## src/rtl/vid_timing_pkg.sv

```systemverilog
// Default 640x480 VGA timing constants, frame-size helpers and the stream-lock state type.
package vid_timing_pkg;

    localparam int DEF_H_ACTIVE = 640;
    localparam int DEF_H_FP     = 16;
    localparam int DEF_H_SYNC   = 96;
    localparam int DEF_H_BP     = 48;
    localparam int DEF_V_ACTIVE = 480;
    localparam int DEF_V_FP     = 10;
    localparam int DEF_V_SYNC   = 2;
    localparam int DEF_V_BP     = 33;

    function automatic int h_total(input int active, input int fp, input int sync, input int bp);
        return active + fp + sync + bp;
    endfunction

    function automatic int v_total(input int active, input int fp, input int sync, input int bp);
        return active + fp + sync + bp;
    endfunction

    typedef enum logic [1:0] {
        SEEK   = 2'd0,
        WAIT   = 2'd1,
        STREAM = 2'd2
    } lock_state_e;

endpackage

```

## src/rtl/vid_timing_counter.sv

```systemverilog
// Free-running raster h/v counters with combinational active/sync window flags (asserted-high).
// Flags are decoded from the current count, zero latency; no backpressure, counts every cycle.
module vid_timing_counter
    import vid_timing_pkg::*;
#(
    parameter int H_ACTIVE = DEF_H_ACTIVE,
    parameter int H_FP     = DEF_H_FP,
    parameter int H_SYNC   = DEF_H_SYNC,
    parameter int H_BP     = DEF_H_BP,
    parameter int V_ACTIVE = DEF_V_ACTIVE,
    parameter int V_FP     = DEF_V_FP,
    parameter int V_SYNC   = DEF_V_SYNC,
    parameter int V_BP     = DEF_V_BP,
    localparam int H_TOTAL = h_total(H_ACTIVE, H_FP, H_SYNC, H_BP),
    localparam int V_TOTAL = v_total(V_ACTIVE, V_FP, V_SYNC, V_BP),
    localparam int HW      = $clog2(H_TOTAL),
    localparam int VW      = $clog2(V_TOTAL)
) (
    input  logic          i_clk,
    input  logic          i_reset,
    output logic [HW-1:0] o_h_cnt,
    output logic [VW-1:0] o_v_cnt,
    output logic          o_active,
    output logic          o_hsync,
    output logic          o_vsync
);

    localparam logic [HW-1:0] H_LAST = HW'(H_TOTAL - 1);
    localparam logic [VW-1:0] V_LAST = VW'(V_TOTAL - 1);

    logic [HW-1:0] h_cnt_q, h_cnt_d;
    logic [VW-1:0] v_cnt_q, v_cnt_d;

    always_ff @(posedge i_clk or posedge i_reset) begin
        if (i_reset) begin
            h_cnt_q <= '0;
            v_cnt_q <= '0;
        end else begin
            h_cnt_q <= h_cnt_d;
            v_cnt_q <= v_cnt_d;
        end
    end

    always_comb begin
        h_cnt_d = h_cnt_q + 1'b1;
        v_cnt_d = v_cnt_q;
        if (h_cnt_q == H_LAST) begin
            h_cnt_d = '0;
            v_cnt_d = (v_cnt_q == V_LAST) ? '0 : v_cnt_q + 1'b1;
        end
    end

    // Compare in int so a window ending exactly at the total cannot overflow the counter width.
    always_comb begin
        o_h_cnt  = h_cnt_q;
        o_v_cnt  = v_cnt_q;
        o_active = (int'(h_cnt_q) < H_ACTIVE) && (int'(v_cnt_q) < V_ACTIVE);
        o_hsync  = (int'(h_cnt_q) >= H_ACTIVE + H_FP) && (int'(h_cnt_q) < H_ACTIVE + H_FP + H_SYNC);
        o_vsync  = (int'(v_cnt_q) >= V_ACTIVE + V_FP) && (int'(v_cnt_q) < V_ACTIVE + V_FP + V_SYNC);
    end

endmodule

```

## src/rtl/vid_stream_to_rgb.sv

```systemverilog
// Locks a valid/ready pixel stream to VGA raster timing; registered rgb/syncs/video_on, 1 cycle latency.
// Backpressure: tready only in the active region once locked; mismatched or missing beats drop lock.
module vid_stream_to_rgb
    import vid_timing_pkg::*;
#(
    parameter int H_ACTIVE        = DEF_H_ACTIVE,
    parameter int H_FP            = DEF_H_FP,
    parameter int H_SYNC          = DEF_H_SYNC,
    parameter int H_BP            = DEF_H_BP,
    parameter int V_ACTIVE        = DEF_V_ACTIVE,
    parameter int V_FP            = DEF_V_FP,
    parameter int V_SYNC          = DEF_V_SYNC,
    parameter int V_BP            = DEF_V_BP,
    parameter bit SYNC_ACTIVE_LOW = 1'b1
) (
    input  logic        i_pixel_clock,
    input  logic        i_reset,
    input  logic [23:0] i_s_tdata,
    input  logic        i_s_tvalid,
    input  logic        i_s_tuser,
    input  logic        i_s_tlast,
    output logic        o_s_tready,
    output logic [7:0]  o_red,
    output logic [7:0]  o_green,
    output logic [7:0]  o_blue,
    output logic        o_hsync,
    output logic        o_vsync,
    output logic        o_video_on,
    output logic        o_locked,
    output logic        o_underflow,
    output logic        o_error
);

    localparam int H_TOTAL = h_total(H_ACTIVE, H_FP, H_SYNC, H_BP);
    localparam int V_TOTAL = v_total(V_ACTIVE, V_FP, V_SYNC, V_BP);
    localparam int HW      = $clog2(H_TOTAL);
    localparam int VW      = $clog2(V_TOTAL);

    localparam logic [HW-1:0] H_LAST     = HW'(H_TOTAL - 1);
    localparam logic [VW-1:0] V_LAST     = VW'(V_TOTAL - 1);
    localparam logic [HW-1:0] H_ACT_LAST = HW'(H_ACTIVE - 1);
    localparam logic          SYNC_IDLE  = SYNC_ACTIVE_LOW;

    logic [HW-1:0] h_cnt;
    logic [VW-1:0] v_cnt;
    logic          active, hsync_on, vsync_on;

    vid_timing_counter #(
        .H_ACTIVE (H_ACTIVE),
        .H_FP     (H_FP),
        .H_SYNC   (H_SYNC),
        .H_BP     (H_BP),
        .V_ACTIVE (V_ACTIVE),
        .V_FP     (V_FP),
        .V_SYNC   (V_SYNC),
        .V_BP     (V_BP)
    ) u_timing (
        .i_clk    (i_pixel_clock),
        .i_reset  (i_reset),
        .o_h_cnt  (h_cnt),
        .o_v_cnt  (v_cnt),
        .o_active (active),
        .o_hsync  (hsync_on),
        .o_vsync  (vsync_on)
    );

    lock_state_e state_q, state_d;
    logic [23:0] rgb_q, rgb_d;
    logic        hsync_q, vsync_q, video_on_q, underflow_q, underflow_d, error_q, error_d;
    logic        tready;
    logic        sof_pos, eol_pos, frame_end, marker_bad;

    assign sof_pos    = (h_cnt == '0) && (v_cnt == '0);
    assign eol_pos    = (h_cnt == H_ACT_LAST);
    assign frame_end  = (h_cnt == H_LAST) && (v_cnt == V_LAST);
    assign marker_bad = (i_s_tuser != sof_pos) || (i_s_tlast != eol_pos);

    always_comb begin
        state_d     = state_q;
        tready      = 1'b0;
        rgb_d       = '0;
        underflow_d = 1'b0;
        error_d     = 1'b0;
        case (state_q)
            SEEK: begin
                // Non-SOF beats are drained; the SOF beat is left waiting for frame start.
                tready = !(i_s_tvalid && i_s_tuser);
                if (i_s_tvalid && i_s_tuser) state_d = WAIT;
            end
            WAIT: begin
                if (frame_end) state_d = STREAM;
            end
            STREAM: begin
                if (active) begin
                    tready = 1'b1;
                    if (!i_s_tvalid) begin
                        underflow_d = 1'b1;
                        state_d     = SEEK;
                    end else if (marker_bad) begin
                        tready  = 1'b0;
                        error_d = 1'b1;
                        state_d = SEEK;
                    end else begin
                        rgb_d = i_s_tdata;
                    end
                end
            end
            default: state_d = SEEK;
        endcase
    end

    always_ff @(posedge i_pixel_clock or posedge i_reset) begin
        if (i_reset) begin
            state_q     <= SEEK;
            rgb_q       <= '0;
            hsync_q     <= SYNC_IDLE;
            vsync_q     <= SYNC_IDLE;
            video_on_q  <= 1'b0;
            underflow_q <= 1'b0;
            error_q     <= 1'b0;
        end else begin
            state_q     <= state_d;
            rgb_q       <= rgb_d;
            hsync_q     <= hsync_on ^ SYNC_IDLE;
            vsync_q     <= vsync_on ^ SYNC_IDLE;
            video_on_q  <= active;
            underflow_q <= underflow_d;
            error_q     <= error_d;
        end
    end

    assign o_s_tready  = tready && !i_reset;
    assign o_red       = rgb_q[23:16];
    assign o_green     = rgb_q[15:8];
    assign o_blue      = rgb_q[7:0];
    assign o_hsync     = hsync_q;
    assign o_vsync     = vsync_q;
    assign o_video_on  = video_on_q;
    assign o_locked    = (state_q == STREAM);
    assign o_underflow = underflow_q;
    assign o_error     = error_q;

endmodule

```

## config.mk

```make
export PLATFORM = sky130hd
export DESIGN_NAME = vid_stream_to_rgb
export DESIGN_NICKNAME = d
export VERILOG_FILES = /design/src/rtl/vid_timing_pkg.sv /design/src/rtl/vid_timing_counter.sv /design/src/rtl/vid_stream_to_rgb.sv
export SDC_FILE = /design/constraint.sdc
export NUM_CORES = 1
export LEC_CHECK = 0
export ABC_AREA = 1
export BUFFER_PORTS_ARGS = -buffer_cell sky130_fd_sc_hd__buf_2
export CORE_ASPECT_RATIO = 1.2
export CORE_MARGIN = 4
export CORE_UTILIZATION = 35
export CTS_BUF_LIST = sky130_fd_sc_hd__clkbuf_8
export DETAILED_ROUTE_END_ITERATION = 10
export PLACE_DENSITY_LB_ADDON = 0.15
export SYNTH_ARGS = -nofsm -noshare
export SYNTH_HDL_FRONTEND = slang
export SYNTH_SLANG_ARGS = --single-unit
```

## constraint.sdc

```tcl
create_clock -name i_pixel_clock -period 1.7 [get_ports i_pixel_clock]
set_input_delay 0.34 -clock i_pixel_clock [delete_from_list [all_inputs] [get_ports i_pixel_clock]]
set_output_delay 0.34 -clock i_pixel_clock [all_outputs]
set_load 0.01 [all_outputs]
```

**Yosys cells after proc, flatten, opt, wreduce, memory -nomap -nowiden**

Index checks and enable logic that the tools add are counted.

- Register bits after elaboration: 51
- Output and inout bits: 31
- Input port bits: 29

- Add/sub/neg operators: 2
- Muxes and demuxes: 23
- Bitwise operators: 2
- Reductions and logical operators: 14
- Eq/ne operators: 11
- Magnitude comparators: 6

Operators with widths:

| operator | number |
|---|---|
| $mux 24 | 4 |
| $eq 10x10->1 const B | 3 |
| $add 10x1->10 const B | 2 |
| $logic_not 10->1 | 2 |
| $lt 10x10->1 const B | 2 |
| $lt 10x9->1 const B | 2 |
| $mux 10 | 2 |
| $ge 10x10->1 const B | 1 |
| $ge 10x9->1 const B | 1 |
| $mux 1 | 10 |
| $mux 2 | 5 |
| $logic_and 1x1->1 | 7 |
| $pmux 2 s3 | 1 |
| $ne 2x2->1 const B | 2 |
| $reduce_and 4->1 | 1 |
| $ne 3x2->1 const B | 1 |
| $eq 2x1->1 const B | 1 |
| $eq 2x2->1 const B | 1 |
| $logic_not 1->1 | 2 |
| $logic_not 2->1 | 1 |
| $ne 1x1->1 | 2 |
| $ne 2x1->1 const B | 1 |
| $not 1->1 | 2 |
| $pmux 1 s2 | 1 |
| $logic_or 1x1->1 | 1 |

**Logic depth before layout (Yosys ltp)**

- Depth after elaboration: 9
- Gate-level depth with buffers: 11

**Modules after synthesis**

From an unflattened synthesis, not the netlist that was laid out.

- Cells, all modules: 305
- Area total of the unflattened synthesis: 2536.2 um^2

Modules (own cells, without submodules):

| module | cells each | area an instance (um^2) | seq. area each (um^2) | times used |
|---|---|---|---|---|
| vid_stream_to_rgb | 157 | 1387.6 | 778.2 | 1 |
| vid_timing_counter | 148 | 1148.6 | 500.5 | 1 |

**Worst setup path after synthesis**

OpenSTA, ideal clock, no wires.

- Path kind: register to output
- From: register u_timing.v_cnt_q[0], in the netlist u_timing.o_v_cnt[0]
- To: output port o_s_tready
- Required time: 1.360 ns
- Setup slack: -0.064 ns
- Cell stages (with the launch flop): 11
- Data arrival time: 1.424 ns
- Cells stage by stage: dfrtp_1 inv_1 ha_1 nand3_1 nor2_2 nand3_1 nand2_1 nand3_2 nand2_1 nand2_1 a21oi_1

- Cells in the longest elaborated chain, start to end: 9
- Elaborated cells between the ends (all ways): 11
- Those cells by class: 1 x order compare; 1 x eq/ne; 4 x mux; 5 x reduce/logical

RTL lines:

| element | line | text |
|---|---|---|
| from (decl) | vid_timing_counter.sv:32 | `logic [VW-1:0] v_cnt_q, v_cnt_d;` |
| from (signal assigned) | vid_timing_counter.sv:40 | `v_cnt_q <= v_cnt_d;` |
| $logic_not 10->1 | vid_stream_to_rgb.sv:73 | `assign sof_pos = (h_cnt == '0) && (v_cnt == '0);` |
| $logic_and 1x1->1 | vid_stream_to_rgb.sv:73 |  |
| $ne 1x1->1 | vid_stream_to_rgb.sv:76 | `assign marker_bad = (i_s_tuser != sof_pos) \|\| (i_s_tlast != eol_pos);` |
| $logic_or 1x1->1 | vid_stream_to_rgb.sv:76 |  |
| $mux 1 | vid_stream_to_rgb.sv:99 | `end else if (marker_bad) begin` |
| $mux 1 | vid_stream_to_rgb.sv:96 | `if (!i_s_tvalid) begin` |
| $mux 1 * | vid_stream_to_rgb.sv:94 | `if (active) begin` |
| $pmux 1 s2 * | vid_stream_to_rgb.sv:84 | `case (state_q)` |
| $logic_and 1x1->1 * | vid_stream_to_rgb.sv:132 | `assign o_s_tready = tready && !i_reset;` |
| to (decl) | vid_stream_to_rgb.sv:22 | `output logic o_s_tready,` |

Every way passes the cells marked *; elsewhere a longest branch is shown, timed or not.

**Final worst setup path**

- From: register u_timing.v_cnt_q[1], in the netlist u_timing.o_v_cnt[1]
- To: output port o_s_tready

Same word-level chain as after synthesis.

==> flow_metrics.tcl <==
set metrics [dict create \
    wl_per_cell_um 12.16 \
    leakagePower_nw 1.769 \
    cts_tree "done" \
    clockBufferDepth 2 \
    netlist_area_sq_mm 0.002384 \
    vias_per_cell 4.455 \
    coreArea_sq_mm 0.006526 \
    rsz0062_at_grt "true" \
    drt_wl_total_mm 5.616 \
    drc 0 \
    relSlewSlack_pct 73.57 \
    timing.hold.ws_ns 0.07858 \
    die_y_um 98.40 \
    layout_min_cycle_time_ns 2.065 \
    die_area_sq_mm 0.008200 \
    setup_viol 25 \
    crit_path_end_kind "output port" \
    syn_nets 298 \
    r2r.worst_path.cells 12 \
    critPathKind "flop to output port" \
    cp.required_ns 1.36 \
    final_cell_mix "buf_2 (59), dfrtp_1 (49), buf_4 (44)" \
    maxSlewViolCount 0 \
    maxCapViolations 0 \
    regToRegStartpoint "u_timing.o_v_cnt[1]" \
    async_reset_ff_share_pct 100.0 \
    port_buffers 59 \
    vias 2058 \
    power_density_mw_per_mm2 640.4 \
    startpoint_type "flop" \
    netlist_instances 265 \
    synth_top_flop_cell "dfrtp_1" \
    vdd_drop_max_mv 0.4655 \
    dp_cells 449 \
    rrSetupSlack_ns -0.09 \
    avgSynthCellArea_sq_um 8.994 \
    grt_max_degree 31 \
    final_hold_viol_count 0 \
    clockRootBuffer "clkbuf_8" \
    ant_nets 0 \
    finClkSkew_ns 0.008307 \
    grt_overflow_total 0 \
    rows 32 \
    place_hpwl_mm 4.262 \
    final_common_cell "buf_2" \
    synth-seq-area-share_pct 53.65 \
    ys_warn_count 0 \
    grt_first_pass_wirelength_mm 9.908 \
    fmax_mhz 484.2 \
    first_iter_violations 102 \
    drive_gt1_share_pct 47.21 \
    grt_antenna_before_repair 0 \
    finalNonFillerCells 462 \
    clock_sinks 51 \
    n_antenna_cell 0 \
    ys_types 31 \
    violations "negative setup slack" \
    setup_ws_ns -0.3652 \
    fillers 612 \
    numCtsBuffers 5 \
    synth_seq_cells 51 \
    r2r_end "rgb_q[6]" \
    cts.clk_slew.worst_paths_ns 0.09 \
    first_global_vias 2154 \
    htree_levels 2 \
    crit_fanout 3 \
    grtUsageTotal_pct 14.73 \
    gp_congestion 0.7972 \
    syn_to_final_growth_pct 41.99 \
    clock_latency_ns 0.30 \
    status "complete, but fails checks" \
    crit_arrival_ns 1.73 \
    hp-class "input pin to async pin" \
    fin_total_pwr_w 0.002168 \
    worst_slew_pin_slew_ns 0.3965 \
    post-route-util_pct 51.86 \
    final_nets 410 \
    dr.pass1.iters 4 \
    ios 60 \
    die_x_um 83.34 \
    start_util_pct 36.52 \
    period_share_pct 121.5 \
    synth_edf_count 0 \
]
routing by layer:
layer  global-route usage [%]  part of all wire (%)  vias to the layer above
met3                    3.713                   6.3                        4
met5                        0                     0                        -
met1                    18.64                    44                      946
met4                    4.025                  0.75                        0
li1                         -                     -                     1052
met2                    25.00                    49                       56
cells in the mapped netlist, types with 2 or more instances:
library cell | n | area (sq um)
and3_2 | 4 | 30.03
ha_1 | 4 | 50.05
o21ai_0 | 5 | 25.02
nor2_2 | 7 | 43.79
nand3_1 | 11 | 55.05
inv_1 | 37 | 138.9
nor4_1 | 3 | 18.77
nor2_1 | 41 | 153.9
nor3_1 | 4 | 20.02
nor3_2 | 2 | 20.02
nand4_1 | 9 | 56.30
dfstp_2 | 2 | 52.55
nor2_4 | 3 | 33.78
o211ai_1 | 2 | 15.01
a21oi_1 | 6 | 30.03
nand2_2 | 10 | 62.56
buf_2 | 2 | 10.01
inv_2 | 4 | 15.01
dfrtp_1 | 49 | 1226
xor2_1 | 6 | 52.55
nand2_1 | 43 | 161.4
buf_6 | 2 | 22.52
cell type report:
cell class	count	area, sq um	area share (%)
sequential	51	1279	37.78
multi-input combinational	168	992.2	29.32
tap	85	106.4	3.142
timing repair buffer	110	747.0	22.07
clock buffer	5	68.82	2.033
clock inverter	2	37.54	1.109
inverter	41	153.9	4.547
worst max path at each step:
stage | startpoint | slack (ns) | end | cells past startpoint
after global routing | u_timing.o_h_cnt[1] | -0.52 | o_s_tready | 11
after detailed placement | u_timing.o_v_cnt[0] | -0.10 | o_s_tready | 11
after global placement | u_timing.o_v_cnt[0] | -0.06 | o_s_tready | 11
after floorplan | u_timing.o_v_cnt[0] | -0.02 | o_s_tready | 10
after CTS | u_timing.o_v_cnt[1] | -0.39 | o_s_tready | 11
final | u_timing.o_v_cnt[1] | -0.37 | o_s_tready | 11
power by group:
part | internal [W] | total, W | switching, W
Combinational | 0.0000542 | 0.000114 | 0.0000596
Clock | 0.000431 | 0.000841 | 0.000411
Sequential | 0.00121 | 0.00121 | 0.0000000000585
Total | 0.00170 | 0.00217 | 0.000470
stage by stage:
step / area [sq um] / TNS (ns) / setup slack [ns]
after floorplan: 2387 / -0.01532 / -0.01532
after global placement: 3099 / -0.07172 / -0.06316
after detailed placement: 3099 / -0.1991 / -0.1008
after CTS: 3319 / -2.761 / -0.3851
after global routing: 3385 / -6.045 / -0.5187
final: 3385 / -2.054 / -0.3652
critical path: stages (launching register included):
cell and delay (ns):
dfrtp_1 0.40, inv_2 0.08, ha_4 0.14, nand3_4 0.07, nor2_4 0.13, nand3_2 0.06
nand2_1 0.08, nand3_2 0.08, nand2_2 0.09, nand2_2 0.05, a21oi_2 0.10, buf_2 0.14
what timing repair did:
item,in CTS,in global routing
cloned,1,0
setup buffers,4,1
hold buffers,0,0
endpoints found under the setup margin,20,35
resized for setup,14,19
pin swaps,11,4
state kept, by name, summed over array words and instances (netlist names):
register and flops:
o_error 1, o_hsync 1, o_underflow 1, o_video_on 1
o_vsync 1, rgb_q 24, state_q 2, u_timing.o_h_cnt 10
u_timing.o_v_cnt 10
kinds of logic (layout without fill, tap and decap cells):
kind of cell / after synthesis / count (layout) / synth area share [%]
AOI/OAI and AO/OA: 18 / 18 / 4.409
and+or+nand+nor: 140 / 140 / 28.98
adders and majority gates: 4 / 4 / 2.100
buffers and inverters: 46 / 158 / 8.661
xor gates and xnor gates: 6 / 6 / 2.205
DFF: 51 / 51 / 53.65
No activity file was read; power rests on OpenSTA's default activity.
